--- config.mk ---
export PLATFORM = sky130hd
export DESIGN_NAME = serial_subtractor
export DESIGN_NICKNAME = d
export VERILOG_FILES = /design/src/rtl/serial_subtractor.sv
export SDC_FILE = /design/constraint.sdc
export NUM_CORES = 1
export LEC_CHECK = 0
export ABC_CLOCK_PERIOD_IN_PS = 1600
export BUFFER_PORTS_ARGS = -buffer_cell sky130_fd_sc_hd__buf_2
export CAP_MARGIN = 0
export CORE_AREA = 2 2 55 57
export DETAILED_ROUTE_END_ITERATION = 10
export DIE_AREA = 0 0 57 59
export PLACE_DENSITY_LB_ADDON = 0.15
export SKIP_LAST_GASP = 1
export SYNTH_ARGS = -nofsm -noshare
export SYNTH_HDL_FRONTEND = slang
export SYNTH_SLANG_ARGS = --single-unit
--- constraint.sdc ---
create_clock -name clk -period 1.6 [get_ports clk]
set_clock_uncertainty 0.15 [all_clocks]
set_input_delay 0.08 -clock clk [delete_from_list [all_inputs] [get_ports clk]]
set_output_delay 0.08 -clock clk [all_outputs]
set_load 0.005 [all_outputs]
--- src/rtl/serial_subtractor.sv ---
// serial_subtractor
//   Bit-serial subtractor computing diff = a - b (mod 2^WIDTH), LSB first,
//   one bit per clock through a single full-subtractor cell and a borrow flop.
//   Operands and results move through valid/ready handshakes.
//
// Ports
//   clk         sole clock, rising edge
//   rst         synchronous reset, active-high
//   in_valid    operand pair valid
//   in_ready    block can accept operands (IDLE only)
//   a, b        minuend / subtrahend, sampled on the input handshake
//   out_valid   result valid (DONE only)
//   out_ready   downstream accepts the result
//   diff        (a - b) mod 2^WIDTH
//   borrow_out  final borrow, 1 when a < b unsigned
//   overflow    signed overflow of the subtraction
//   busy        high while an operation is in flight (RUN or DONE)
module serial_subtractor #(
  parameter int WIDTH = 8
) (
  input  logic             clk,
  input  logic             rst,
  input  logic             in_valid,
  output logic             in_ready,
  input  logic [WIDTH-1:0] a,
  input  logic [WIDTH-1:0] b,
  output logic             out_valid,
  input  logic             out_ready,
  output logic [WIDTH-1:0] diff,
  output logic             borrow_out,
  output logic             overflow,
  output logic             busy
);

  localparam int CW = (WIDTH > 1) ? $clog2(WIDTH) : 1;
  localparam logic [CW-1:0] LAST_CNT = CW'(WIDTH - 1);

  typedef enum logic [1:0] {
    ST_IDLE = 2'd0,
    ST_RUN  = 2'd1,
    ST_DONE = 2'd2
  } state_t;

  state_t           state_r;
  state_t           state_nxt_s;
  logic [WIDTH-1:0] a_sh_r;
  logic [WIDTH-1:0] b_sh_r;
  logic [WIDTH-1:0] res_r;
  logic [WIDTH-1:0] res_nxt_s;
  logic [CW-1:0]    cnt_r;
  logic             br_r;
  logic             overflow_r;
  logic             d_s;
  logic             br_nxt_s;
  logic             ovf_s;
  logic             last_bit_s;

  // Full-subtractor difference bit.
  function automatic logic fs_diff(input logic a_bit, input logic b_bit, input logic br_in);
    return a_bit ^ b_bit ^ br_in;
  endfunction

  // Full-subtractor borrow out.
  function automatic logic fs_borrow(input logic a_bit, input logic b_bit, input logic br_in);
    return (~a_bit & b_bit) | (~(a_bit ^ b_bit) & br_in);
  endfunction

  // Single full-subtractor cell acting on the current operand LSBs.
  always_comb begin
    d_s        = fs_diff(a_sh_r[0], b_sh_r[0], br_r);
    br_nxt_s   = fs_borrow(a_sh_r[0], b_sh_r[0], br_r);
    // On the final bit the operand LSBs are the sign bits and d_s is the result sign.
    ovf_s      = (a_sh_r[0] ^ b_sh_r[0]) & (d_s ^ a_sh_r[0]);
    last_bit_s = (cnt_r == LAST_CNT);
  end

  // Result bits enter from the MSB side so the first computed bit ends at bit 0.
  generate
    if (WIDTH == 1) begin : g_res_w1
      assign res_nxt_s = d_s;
    end else begin : g_res_wn
      assign res_nxt_s = {d_s, res_r[WIDTH-1:1]};
    end
  endgenerate

  // State register.
  always_ff @(posedge clk) begin
    if (rst) begin
      state_r <= ST_IDLE;
    end else begin
      state_r <= state_nxt_s;
    end
  end

  // Next-state logic; handshakes depend only on registered state.
  always_comb begin
    state_nxt_s = state_r;
    case (state_r)
      ST_IDLE: begin
        if (in_valid) begin
          state_nxt_s = ST_RUN;
        end else begin
          state_nxt_s = ST_IDLE;
        end
      end
      ST_RUN: begin
        if (last_bit_s) begin
          state_nxt_s = ST_DONE;
        end else begin
          state_nxt_s = ST_RUN;
        end
      end
      ST_DONE: begin
        if (out_ready) begin
          state_nxt_s = ST_IDLE;
        end else begin
          state_nxt_s = ST_DONE;
        end
      end
      default: begin
        state_nxt_s = ST_IDLE;
      end
    endcase
  end

  // Datapath: operand shifters, result shifter, bit counter, borrow and overflow.
  // The result shifter doubles as the diff output register and the borrow flop
  // as borrow_out; both are don't-care outside DONE and frozen in DONE.
  always_ff @(posedge clk) begin
    if (rst) begin
      a_sh_r     <= '0;
      b_sh_r     <= '0;
      res_r      <= '0;
      cnt_r      <= '0;
      br_r       <= 1'b0;
      overflow_r <= 1'b0;
    end else begin
      case (state_r)
        ST_IDLE: begin
          if (in_valid) begin
            a_sh_r <= a;
            b_sh_r <= b;
            cnt_r  <= '0;
            br_r   <= 1'b0;
          end
        end
        ST_RUN: begin
          a_sh_r <= a_sh_r >> 1;
          b_sh_r <= b_sh_r >> 1;
          res_r  <= res_nxt_s;
          cnt_r  <= cnt_r + CW'(1);
          br_r   <= br_nxt_s;
          if (last_bit_s) begin
            overflow_r <= ovf_s;
          end
        end
        default: begin
        end
      endcase
    end
  end

  assign in_ready   = (state_r == ST_IDLE);
  assign out_valid  = (state_r == ST_DONE);
  assign busy       = (state_r != ST_IDLE);
  assign diff       = res_r;
  assign borrow_out = br_r;
  assign overflow   = overflow_r;

endmodule
[Word-level counts from Yosys, hierarchy flattened]
Index checks and enable logic that the tools add are counted.
W data, S select, Z words.
Cells by class
  reduce and logical (&&, ||, !) cells: 5
  mux-type cells: 12
  eq/ne operators: 4
  bitwise operators: 9
  add/sub/neg operators: 1
Operators with widths (count)
  $pmux W8 S2: 2
  $mux W8: 2
  $pmux W2 S3: 1
  $pmux W3 S2: 1
  $mux W2: 2
  $reduce_and A2 Y1: 2
  $reduce_bool A2 Y1: 2
  $add A3 B1 Y3 const B: 1
  $and A1 B1 Y1: 3
  $eq A3 B3 Y1 const B: 1
  $mux W3: 1
  $xor A1 B1 Y1: 3
  $eq A2 B1 Y1 const B: 1
  $eq A2 B2 Y1 const B: 1
  $logic_not A2 Y1: 1
  $mux W1: 2
  $ne A2 B2 Y1 const B: 1
  $not A1 Y1: 2
  $pmux W1 S2: 1
  $or A1 B1 Y1: 1
Word-level totals
  logic and storage cells: 38
  input bits: 20
  register bits after elaboration: 31
  output and inout bits: 13

[Longest topological paths before layout]
  depth in word-level cells: 5
  gate-level depth with buffers: 5

[Least setup slack after synthesis]
No wires, ideal clock.
  path kind: register to register
  from: reg cnt_r[0]
  to: reg overflow_r (netlist: overflow)
  period minus slack after synthesis: 1425 ps
  path slack: 175 ps
  arrival time: 1204 ps
  stages on the path, launching flop included: 6
  path buffers: 0
  cell sequence: dfxtp_1 -> ha_1 -> ha_1 -> nand3b_4 -> or3_1 -> a21oi_1
On the way
  longest elaborated chain between the ends: 2
RTL lines
  start: declaration: line 50  | logic [CW-1:0] cnt_r;
  start signal: assignment: line 151  | cnt_r <= cnt_r + CW'(1);
  $eq A3 B3 Y1: line 74  | last_bit_s = (cnt_r == LAST_CNT);
  $reduce_and A2 Y1 (no line)
  end signal: assignment: line 154  | overflow_r <= ovf_s;
  end: declaration: line 52  | logic overflow_r;
No other way between the ends.
A chain may end at the register's enable or synchronous reset.

[Worst setup path in the final report]
  from: reg cnt_r[1]
  to: reg overflow_r (netlist: overflow)
Same word-level chain as after synthesis.

==> tab_implementation.tex <==
\begin{tabular}{lr}
\hline
Metric & Value \\
\hline
\multicolumn{2}{l}{\textbf{Worst hold path}} \\
Beginning of the worst hold path & rst \\
Class of the tightest hold or removal check & primary input to register \\
\multicolumn{2}{l}{\textbf{Timing}} \\
Hold Slack & 0.0601 ns \\
Clock period minus final worst setup slack & 1.49 ns \\
RSZ-0062 raised after global routing & no \\
TNS Setup & 0 ns \\
Worst-case headroom to the max-slew limit & 0.622 \\
Highest clock rate & 0.671 GHz \\
Final setup vio count & 0 \\
Count of pins over their slew limit & 0 \\
Final period util & 0.932 \\
Actual transition at the worst max-transition pin & about 0.57 ns \\
Hold violation total from the final report & 0 \\
Setup ws final & 0.109 ns \\
\multicolumn{2}{l}{\textbf{Pwr}} \\
Pleak & 0.805 nW \\
Switching power & 0.000411 W \\
Int Power & approximately 0.0013 W \\
Switching Share & 0.239 \\
Clock share of power & 0.373 \\
Maximum VDD drop & between 0.8 and 0.9 mV \\
Pwr dens & 957 nW/um\^{}2 \\
Share of power burned in combinational logic & 0.138 \\
Sequential Power Share & 0.490 \\
\multicolumn{2}{l}{\textbf{Logic synthesis}} \\
Mean cell area of the mapped netlist & roughly 9.6 sq um \\
Number of cells produced by synthesis & roughly 140 \\
Netlist area before placement & 1370 sq um \\
Sequential area share after synthesis & 0.454 \\
Net count of the mapped netlist & 167 \\
Number of synthesized register bits & 31 \\
Number of synthesis warnings & 0 \\
Library cells used by synthesis & 26 \\
\multicolumn{2}{l}{\textbf{Clocking}} \\
Clk\_lat worst skew & 0.34 ns \\
Number of sinks on the clock net & 31 \\
Clock tree from TritonCTS & done \\
Worst-case clock buffer depth & 2 \\
CTS Root Cell & sky130\_fd\_sc\_hd\_\_clkbuf\_4 \\
Clock transition at the registers of the reported paths & 0.10 ns \\
H-Tree Depth & 2 \\
Post-CTS setup buffer count & 0 \\
Clock buffer count from CTS & 5 \\
\multicolumn{2}{l}{\textbf{Critical path}} \\
Worst-path fanout max & 3 \\
Arrival time of data at the critical path endpoint & about 1.6 ns \\
Worst path slowest cell & sky130\_fd\_sc\_hd\_\_dfxtp\_1 \\
CP required & $\sim$1.7 ns \\
Cell class contributing the biggest share of worst-path delay & simple AND/OR/NAND/NOR gates \\
Worst setup path startpoint & cnt\_r[1]\$\_SDFFE\_PP0P\_ \\
Critical Path, Cell by Cell & ha\_1 -> ha\_2 -> nand3b\_4 -> or3\_1 -> a21oi\_1 \\
Type of element capturing the critical path & register \\
Sum of buffers and inverters on the critical path & 0 \\
Largest stage delay, worst path & 0.35 ns \\
Kind of critical path & register to register \\
Kind of start point of the critical path & register \\
FF-to-FF Start & cnt\_r[1]\$\_SDFFE\_PP0P\_ \\
\multicolumn{2}{l}{\textbf{GRT}} \\
GRT overflow & 0 \\
Via count of the first global-routing pass & 1077 \\
Wire length of the first global-routing pass & 4.60 mm \\
Pin count of the biggest net entering global routing & 32 \\
Total GRT Usage & 0.180 \\
Number of antenna violations at the first check in global routing & 0 \\
\multicolumn{2}{l}{\textbf{Placed design}} \\
Pre-CTS worst setup slack & roughly 0.11 ns \\
RePlAce Congestion & just over 0.7 \\
Count of port buffers added during placement & 32 \\
DP Wirelength & 1.84 mm \\
\multicolumn{2}{l}{\textbf{Detailed routing}} \\
Number of nets with antenna violations after detailed routing & 0 \\
Initial detailed-routing violation count & between 40 and 50 \\
DRT Wirelength & 2.72 mm \\
Routed WL per cell & 12.0 um \\
Via total after detailed routing & 1148 \\
Via/cell ratio & 5.08 \\
Router iterations before antenna repair & 4 \\
DRC violation count after routing & 0 \\
\multicolumn{2}{l}{\textbf{Run status}} \\
Status & finished, final reports clean \\
\multicolumn{2}{l}{\textbf{Finish}} \\
Area added between synthesis and finish & 31.6\% \\
Antenna diode count & 0 \\
Area occupied by registers & just over 600 sq um \\
Multi-input logic area & 651 sq um \\
Number of nets in the layout & $\sim$220 \\
Fraction of layout cells with a size suffix above 1 & 0.251 \\
Fillers & 238 \\
\multicolumn{2}{l}{\textbf{Floorplan}} \\
Std-Cell Core Area & around 2700 sq um \\
Placement Rows & 19 \\
Die Wd & 57 um \\
Die Outline Area & approximately 3400 sq um \\
Initial core utilization & 0.505 \\
Top Ports & 33 \\
Height of the die & 59 um \\
\multicolumn{2}{l}{\textbf{Flow run}} \\
Max-cap violations & 0 \\
\hline
\end{tabular}
==> worst paths after layout <==
check                           to  slack, ns  depth (start not counted)
max          overflow$_SDFFE_PP0P_       0.11                          5
min          cnt_r[1]$_SDFFE_PP0P_       0.06                          2
max reg2reg  overflow$_SDFFE_PP0P_       0.11                          5
min reg2reg   diff[3]$_SDFFE_PP0N_       0.32                          2
==> logic make-up (layout without fill, tap and decap cells) <==
kind of cell               after synthesis  count (layout)  synth area share
and+or+nand+nor                         45              45             0.148
DFF                                     31              31             0.454
muxes                                   16              16             0.117
adders and majority gates                4               4            0.0421
xor gates and xnor gates                 1               1           0.00641
AOI/OAI and AO/OA                       31              31             0.160
buffers and inverters                   15              67            0.0723
==> cells in the final DEF, fill, tap and decap left out <==
cell	instances
sky130_fd_sc_hd__xnor2_1	1
sky130_fd_sc_hd__bufinv_16	1
sky130_fd_sc_hd__dfxtp_1	30
sky130_fd_sc_hd__or2b_1	1
sky130_fd_sc_hd__a2bb2oi_1	1
sky130_fd_sc_hd__nand2b_1	1
sky130_fd_sc_hd__a22oi_1	2
sky130_fd_sc_hd__a211oi_1	13
sky130_fd_sc_hd__a32oi_1	2
sky130_fd_sc_hd__buf_4	3
sky130_fd_sc_hd__clkbuf_4	5
sky130_fd_sc_hd__fa_1	1
sky130_fd_sc_hd__ha_2	1
sky130_fd_sc_hd__buf_2	32
sky130_fd_sc_hd__and2b_1	2
sky130_fd_sc_hd__inv_1	5
sky130_fd_sc_hd__o21bai_1	1
sky130_fd_sc_hd__o21ba_2	1
sky130_fd_sc_hd__clkbuf_8	1
sky130_fd_sc_hd__or3_1	1
sky130_fd_sc_hd__a21oi_1	10
sky130_fd_sc_hd__a211oi_2	1
sky130_fd_sc_hd__dlygate4sd3_1	18
sky130_fd_sc_hd__clkinv_2	1
sky130_fd_sc_hd__nand3b_4	1
sky130_fd_sc_hd__buf_12	1
sky130_fd_sc_hd__nor3_1	1
sky130_fd_sc_hd__nand2_1	17
sky130_fd_sc_hd__mux2i_1	16
sky130_fd_sc_hd__dfxtp_2	1
sky130_fd_sc_hd__nor2_1	21
sky130_fd_sc_hd__ha_1	2
==> registers in the layout (all words and copies together) (netlist names) <==
register,flops
a_sh_r,8
b_sh_r,8
borrow_out,1
cnt_r,3
diff,8
overflow,1
state_r,2
==> area by class of cell <==
class | instances | share of cell area
clock inverter | 2 | 0.0195
sequential | 31 | 0.346
inverter | 5 | 0.0104
tap | 31 | 0.0216
multi-input combinational | 97 | 0.362
timing repair buffer | 54 | 0.213
clock buffer | 6 | 0.0285
==> worst reg2reg max path: stages (launching register included) <==
cell	delay, ns
sky130_fd_sc_hd__dfxtp_1	0.35
sky130_fd_sc_hd__ha_1	0.15
sky130_fd_sc_hd__ha_2	0.20
sky130_fd_sc_hd__nand3b_4	0.08
sky130_fd_sc_hd__or3_1	0.35
sky130_fd_sc_hd__a21oi_1	0.14
==> power by group through the flow <==
stage | clock [W] | sequential [W] | combinational (W)
floorplan | 0 | 0.000854 | 0.000155
global placement | 0 | 0.000858 | 0.000197
detailed placement | 0 | 0.000861 | 0.000204
CTS | 0.000655 | 0.000844 | 0.000238
global route | 0.000688 | 0.000849 | 0.000264
finish | 0.000642 | 0.000843 | 0.000237
==> cell usage after synthesis <==
library cell                instances  area [sq um]
sky130_fd_sc_hd__nand2_1           17          63.8
sky130_fd_sc_hd__a21oi_1           10          50.1
sky130_fd_sc_hd__ha_1               3          37.5
sky130_fd_sc_hd__or3_1              1          6.26
sky130_fd_sc_hd__buf_8              1          15.0
sky130_fd_sc_hd__nor2_1            21          78.8
sky130_fd_sc_hd__inv_1              5          18.8
sky130_fd_sc_hd__fa_1               1          20.0
sky130_fd_sc_hd__clkbuf_1           4          15.0
sky130_fd_sc_hd__buf_2              1          5.00
sky130_fd_sc_hd__o21ba_2            1          10.0
sky130_fd_sc_hd__and2b_1            2          15.0
sky130_fd_sc_hd__dfxtp_1           31           621
sky130_fd_sc_hd__a211oi_2           1          12.5
sky130_fd_sc_hd__a2bb2oi_1          1          8.76
sky130_fd_sc_hd__nand3b_4           1          20.0
sky130_fd_sc_hd__nor3_1             1          5.00
sky130_fd_sc_hd__nand2b_1           1          6.26
sky130_fd_sc_hd__a211oi_1          13          97.6
sky130_fd_sc_hd__mux2i_1           16           160
sky130_fd_sc_hd__buf_6              4          45.0
sky130_fd_sc_hd__a32oi_1            2          17.5
sky130_fd_sc_hd__o21bai_1           1          7.51
sky130_fd_sc_hd__a22oi_1            2          15.0
sky130_fd_sc_hd__xnor2_1            1          8.76
sky130_fd_sc_hd__or2b_1             1          7.51
==> through the flow <==
stage           util  power (W)  instances  cell area, sq um
3_3_place_gp   0.564    0.00106        200              1530
2_1_floorplan      -    0.00101        143              1370
4_1_cts        0.663    0.00174        226              1800
5_1_grt        0.664    0.00180        226              1800
6_report       0.664    0.00172        226              1800
3_5_place_dp   0.564    0.00107        200              1530
==> per-layer routing <==
metal	global-route usage	vias up	routed length, um
met5	0	-	0
met4	0.0997	0	59
met3	0.0480	7	140
met2	0.299	31	1310
met1	0.214	516	1210
li1	-	594	-
==> timing repair <==
action | CTS | global route
resized for setup | 0 | 2
endpoints found under the hold margin | 18 | 0
hold buffers | 18 | 0
setup endpoints to repair | 0 | 1
Note: power is estimated with default switching activity, not from simulation.
